<file path="config.mk">
export PLATFORM = sky130hd
export DESIGN_NAME = move_uart_rx
export DESIGN_NICKNAME = d
export VERILOG_FILES = /design/src/rtl/move_link_pkg.sv /design/src/rtl/move_uart_rx_sync_2ff.sv /design/src/rtl/move_uart_rx.sv
export SDC_FILE = /design/constraint.sdc
export NUM_CORES = 1
export LEC_CHECK = 0
export ABC_AREA = 0
export CAP_MARGIN = 25
export CORE_ASPECT_RATIO = 0.6
export CORE_MARGIN = 2
export CORE_UTILIZATION = 60
export DETAILED_ROUTE_END_ITERATION = 8
export PLACE_DENSITY_LB_ADDON = 0.05
export SETUP_SLACK_MARGIN = 0.2
export SKIP_LAST_GASP = 1
export SYNTH_ARGS = -nofsm -noshare
export SYNTH_HDL_FRONTEND = slang
export SYNTH_HIERARCHICAL = 1
export SYNTH_SLANG_ARGS = --single-unit
</file>
<file path="constraint.sdc">
create_clock -name clk_in -period 3.9 [get_ports clk_in]
set_input_delay 0.585 -clock clk_in [delete_from_list [all_inputs] [get_ports clk_in]]
set_output_delay 0.585 -clock clk_in [all_outputs]
set_load 0.02 [all_outputs]
</file>
<file path="src/rtl/move_link_pkg.sv">
// Shared definitions for the inter-board move link: receiver states, default
// framing/oversampling constants and the bit-voting helper.
package move_link_pkg;

  typedef enum logic [2:0] {
    IDLE  = 3'd0,
    START = 3'd1,
    DATA  = 3'd2,
    STOP  = 3'd3,
    BREAK = 3'd4
  } rx_state_t;

  localparam int DEF_PKT_LEN      = 8;
  localparam int DEF_SAMP_PER_BIT = 16;
  localparam int DEF_CLK_PER_SAMP = 423;
  // One bit period in clk_in cycles; the transmitter uses the same figure.
  localparam int BIT_PERIOD_CLK   = DEF_SAMP_PER_BIT * DEF_CLK_PER_SAMP;

  function automatic logic maj3(input logic a, input logic b, input logic c);
    return (a & b) | (a & c) | (b & c);
  endfunction

endpackage

</file>
<file path="src/rtl/move_uart_rx_sync_2ff.sv">
// Two-stage synchronizer for a single asynchronous level, with a selectable
// reset value so an idle-high line does not look like a start edge out of reset.
module sync_2ff #(
  parameter logic RST_VAL = 1'b1
) (
  input  logic clk,
  input  logic rst_n,
  input  logic d,
  output logic q
);

  logic meta_r;
  logic sync_r;

  // Two flops in series to let metastability on the first one settle.
  always_ff @(posedge clk or negedge rst_n) begin
    if (!rst_n) begin
      meta_r <= RST_VAL;
      sync_r <= RST_VAL;
    end else begin
      meta_r <= d;
      sync_r <= meta_r;
    end
  end

  assign q = sync_r;

endmodule

</file>
<file path="src/rtl/move_uart_rx.sv">
// Oversampling 8N1 receiver for the move link: majority-votes each bit around
// mid-bit, checks the stop bit and reports good bytes or framing errors.
module move_uart_rx
  import move_link_pkg::*;
#(
  parameter int CLK_HZ       = 65_000_000,
  parameter int BAUD_RATE    = 9600,
  parameter int SAMP_PER_BIT = DEF_SAMP_PER_BIT,
  parameter int CLK_PER_SAMP = DEF_CLK_PER_SAMP,
  parameter int PKT_LEN      = DEF_PKT_LEN
) (
  input  logic               clk_in,
  input  logic               rst_in,
  input  logic               rx,
  output logic [PKT_LEN-1:0] data_out,
  output logic               ready,
  output logic               frame_err,
  output logic               busy
);

  localparam int MID = SAMP_PER_BIT / 2;
  localparam int TW  = $clog2(CLK_PER_SAMP);
  localparam int SW  = $clog2(SAMP_PER_BIT);
  localparam int BW  = (PKT_LEN > 1) ? $clog2(PKT_LEN) : 1;

  if ((SAMP_PER_BIT < 4) || ((SAMP_PER_BIT % 2) != 0) || (CLK_PER_SAMP < 2) ||
      (CLK_HZ < BAUD_RATE)) begin : g_bad_cfg
    $error("move_uart_rx: unsupported oversampling configuration");
  end

  logic               rx_s;
  logic [TW-1:0]      tick_cnt_r;
  logic [SW-1:0]      samp_cnt_r;
  logic [1:0]         vote_r;
  rx_state_t          state_r;
  logic [PKT_LEN-1:0] shift_r;
  logic [BW-1:0]      bit_idx_r;
  logic [PKT_LEN-1:0] data_r;
  logic               ready_r;
  logic               frame_err_r;
  logic               busy_r;

  logic tick_s;
  logic start_s;
  logic take_s;
  logic vote_en_s;
  logic vote_s;

  sync_2ff #(
    .RST_VAL(1'b1)
  ) u_sync (
    .clk  (clk_in),
    .rst_n(rst_in),
    .d    (rx),
    .q    (rx_s)
  );

  assign tick_s    = (tick_cnt_r == TW'(CLK_PER_SAMP - 1));
  assign start_s   = (state_r == IDLE) && !rx_s;
  assign take_s    = tick_s && ((samp_cnt_r == SW'(MID - 1)) || (samp_cnt_r == SW'(MID)));
  assign vote_en_s = tick_s && (samp_cnt_r == SW'(MID + 1));
  // Samples MID-1 and MID are held in vote_r; MID+1 is the live synced value.
  assign vote_s    = maj3(vote_r[1], vote_r[0], rx_s);

  // Sample-tick timebase, re-phased to every detected start edge.
  always_ff @(posedge clk_in or negedge rst_in) begin
    if (!rst_in) begin
      tick_cnt_r <= {TW{1'b0}};
      samp_cnt_r <= {SW{1'b0}};
      vote_r     <= 2'b00;
    end else if (start_s) begin
      tick_cnt_r <= {TW{1'b0}};
      // The detect edge itself stands in for sample 0 of the start bit.
      samp_cnt_r <= SW'(1);
    end else if (tick_s) begin
      tick_cnt_r <= {TW{1'b0}};
      samp_cnt_r <= (samp_cnt_r == SW'(SAMP_PER_BIT - 1)) ? {SW{1'b0}} : samp_cnt_r + SW'(1);
      if (take_s) begin
        vote_r <= {vote_r[0], rx_s};
      end
    end else begin
      tick_cnt_r <= tick_cnt_r + TW'(1);
    end
  end

  // Frame state machine with registered data, pulse and busy outputs.
  always_ff @(posedge clk_in or negedge rst_in) begin
    if (!rst_in) begin
      state_r     <= IDLE;
      shift_r     <= {PKT_LEN{1'b0}};
      bit_idx_r   <= {BW{1'b0}};
      data_r      <= {PKT_LEN{1'b0}};
      ready_r     <= 1'b0;
      frame_err_r <= 1'b0;
      busy_r      <= 1'b0;
    end else begin
      ready_r     <= 1'b0;
      frame_err_r <= 1'b0;
      case (state_r)
        IDLE: begin
          if (!rx_s) begin
            state_r <= START;
            busy_r  <= 1'b1;
          end
        end
        START: begin
          if (vote_en_s) begin
            if (vote_s) begin
              state_r <= IDLE;
              busy_r  <= 1'b0;
            end else begin
              state_r   <= DATA;
              bit_idx_r <= {BW{1'b0}};
            end
          end
        end
        DATA: begin
          if (vote_en_s) begin
            shift_r   <= {vote_s, shift_r[PKT_LEN-1:1]};
            bit_idx_r <= bit_idx_r + BW'(1);
            if (bit_idx_r == BW'(PKT_LEN - 1)) begin
              state_r <= STOP;
            end
          end
        end
        STOP: begin
          // Decide at mid stop bit so a back-to-back start edge is not missed.
          if (vote_en_s) begin
            if (vote_s) begin
              data_r  <= shift_r;
              ready_r <= 1'b1;
              state_r <= IDLE;
              busy_r  <= 1'b0;
            end else begin
              frame_err_r <= 1'b1;
              state_r     <= BREAK;
            end
          end
        end
        BREAK: begin
          if (rx_s) begin
            state_r <= IDLE;
            busy_r  <= 1'b0;
          end
        end
        default: begin
          state_r <= IDLE;
          busy_r  <= 1'b0;
        end
      endcase
    end
  end

  assign data_out  = data_r;
  assign ready     = ready_r;
  assign frame_err = frame_err_r;
  assign busy      = busy_r;

endmodule
</file>
==> flow_metrics.tcl <==
set metrics [dict create \
    status "finished clean" \
    syn_area_per_cell_um2 12.7 \
    hp-class "register to register" \
    syn_to_final_growth_pct 14.0 \
    detail-route-antenna-nets 0 \
    slew_violations 0 \
    via_count 1187 \
    htreeDepth 2 \
    grt_max_degree 43 \
    rsz0062_at_grt "false" \
    cpPeakStageDelay_ns 0.67 \
    worst_pin_slew_ns 0.876 \
    design.portCount 14 \
    power_leakage_nw 0.992 \
    pre_cts_slack_ns 1.45 \
    clk_pin_slew_ns 0.08 \
    initial_core_util_pct 64.0 \
    grt_busiest_layer "met2" \
    grtUsageMet2_pct 30.4 \
    grt.total_usage_pct 20.8 \
    synth_adder_area_share_pct 5.74 \
    grt_pass1_wl_mm 5.53 \
    yosys_warnings 6 \
    drt-initial-drc-count 122 \
    multiInputGateArea_um2 779 \
    arrival_ns 2.61 \
    critPathKind "register to register" \
    tns_ns 0 \
    cts_made_buffers 5 \
    synth_top_family_by_area "simple AND/OR/NAND/NOR gates" \
    die_w_um 76.1 \
    finalHoldViolations 0 \
    clock_sinks 42 \
    cts_resized 0 \
    setup_slack_ns 1.46 \
    cp_slowest_cell "nor4_4" \
    cap_violations 0 \
    drive_above_1_share_pct 21.1 \
    ys_ff_latch 42 \
    vias_per_cell 5.71 \
    power_density_nw_per_um2 343 \
    regArea_um2 1050 \
    gp_congestion 0.812 \
    nets 175 \
    ff2ff_setup_slack_ns 1.46 \
    synth_xor_area_share_pct 4.21 \
    cts_root_buf "clkbuf_8" \
    routed_wl_mm 3.19 \
    endpoint_kind "register" \
    grt_pass1_vias 1166 \
    fillers 205 \
    drc 0 \
    core.rowCount 15 \
    fin_crit_sh_pct 62.5 \
    crit_chain "inv_1 -> ha_1 -> nand4bb_1 -> or2_0 -> nor4_4 -> mux2_2" \
    diodes 0 \
    core_um2 2930 \
    start_kind "register" \
    use_met1_pct 30.0 \
    cp_max_fo 10 \
    yosys.area_share.simple_pct 14.6 \
    die_h_um 47.3 \
    synthCells 148 \
    clk_latency_ns 0.29 \
    overflow 0 \
    netlist_area_um2 1870 \
    slew_headroom_pct 41.6 \
    wire_per_inst_um 15.3 \
    final_common_cell "dfrtp_1" \
    grt_antenna_before_repair 0 \
    synthMuxAreaShare_pct 12.6 \
    max_freq_ghz 0.410 \
    dieArea_um2 3600 \
    skew_ns 0.00526 \
    required_ns 4.08 \
    port_buffers 13 \
    synth_fp_nets 158 \
    drtPass1Iterations 4 \
    ys_seq_area_share_pct 56.2 \
    dp_hpwl_mm 2.25 \
    layout_min_cycle_time_ns 2.44 \
    grtUsageMet3_pct 6.15 \
    cts_buffer_depth 2 \
    setup_viol_count_final 0 \
    holdBufCountCts 0 \
    final_cell_mix "dfrtp_1, mux2_2, nor2_1, clkdlybuf4s50_1" \
    peakVddDrop_mv 0.301 \
    cts_tree "yes" \
    post_cts_buffers 0 \
    totalPowerFinal_mw 0.732 \
    synth_compound_area_share_pct 4.21 \
    synth_cell_types 35 \
]
[cells in the mapped netlist]
library cell,instances,area [µm²]
nand4b_1,1,8.76
dfstp_2,2,52.6
a22o_1,2,17.5
and4_1,1,8.76
xnor2_1,3,26.3
inv_1,6,22.5
nor4b_1,1,8.76
and3_1,2,12.5
nor4_4,1,21.3
nor2b_1,1,6.26
dfrtp_1,40,1000
a311o_1,2,20.0
nor2_1,12,45.0
xor2_1,6,52.6
or2_0,1,6.26
nand4bb_1,2,22.5
nor4_1,2,12.5
nand3_1,5,25.0
mux2_2,20,225
ha_1,7,87.6
clkbuf_1,2,7.51
a211oi_1,1,7.51
mux2i_1,1,10.0
nand4_1,2,12.5
a31o_2,1,8.76
nand3b_1,4,30.0
nand2_1,7,26.3
a21oi_1,1,5.00
buf_2,1,5.00
and2_1,1,6.26
o21ai_0,2,10.0
maj3_1,2,20.0
buf_6,1,11.3
nor3_1,4,20.0
a32o_1,1,10.0
[power by group]
group	internal, mW	switching, mW	leakage [nW]	total (mW)
clock	0.142	0.142	0.0472	0.284
sequential	0.437	0.000930	0.555	0.438
combinational	0.00136	0.00858	0.390	0.00994
total	0.581	0.152	0.992	0.732
[critical path: cells and delay by family, from the launching register on]
family        cells  cell delay (ns)
fa+ha+maj         1             0.14
buf+inv           1             0.08
flops             1             0.45
mux               1             0.40
simple gates      3             1.26
[cell families after synthesis]
kind of cell	Yosys count
buf+inv	10
simple gates	47
compound gates	10
mux	21
flops	42
xor+xnor	9
fa+ha+maj	9
[stage by stage]
| stage | instance area [µm²] | hold slack, ns | util, % | std cells |
|---|---|---|---|---|
| after CTS | 2140 | 0.361 | 72.9 | 208 |
| after global placement | 2040 | 0.349 | 69.7 | 200 |
| after floorplan | 1870 | 0.289 | - | 148 |
| final | 2140 | 0.360 | 72.9 | 208 |
| after detailed placement | 2040 | 0.350 | 69.7 | 200 |
| after global routing | 2140 | 0.367 | 72.9 | 208 |
[metal layers]
metal  vias to the layer above  part of all wire (%)
li1                        556                     -
met1                       583                    52
met2                        41                    40
met3                         7                   6.2
met4                         0                   1.3
met5                         -                     0
[state kept, by name, summed over array words and instances, names as in the netlist, 2 cells and up]
register    flops
bit_idx_r       3
data_out        8
samp_cnt_r      4
shift_r         8
state_r         3
tick_cnt_r      9
vote_r          2
[worst paths after layout]
path,from,end,cells after the start
max,tick_cnt_r[0]$_DFF_PN0_,data_out[4]$_DFFE_PN0P_,6
min in group asynchronous,rst_in,tick_cnt_r[2]$_DFF_PN0_,1
max reg2reg,tick_cnt_r[0]$_DFF_PN0_,data_out[4]$_DFFE_PN0P_,6
min reg2reg,u_sync/meta_r$_DFF_PN1_,u_sync/q$_DFF_PN1_,0
min,u_sync/meta_r$_DFF_PN1_,u_sync/q$_DFF_PN1_,0
max in group asynchronous,rst_in,tick_cnt_r[0]$_DFF_PN0_,1
[final cells by class]
class | instances | area share [%]
timing repair buffer | 14 | 6.21
inverter | 6 | 1.05
clock buffer | 6 | 3.87
sequential | 42 | 49.3
clock inverter | 2 | 0.586
multi-input combinational | 96 | 36.5
tap | 42 | 2.46
(Power assumes the default switching activity.)
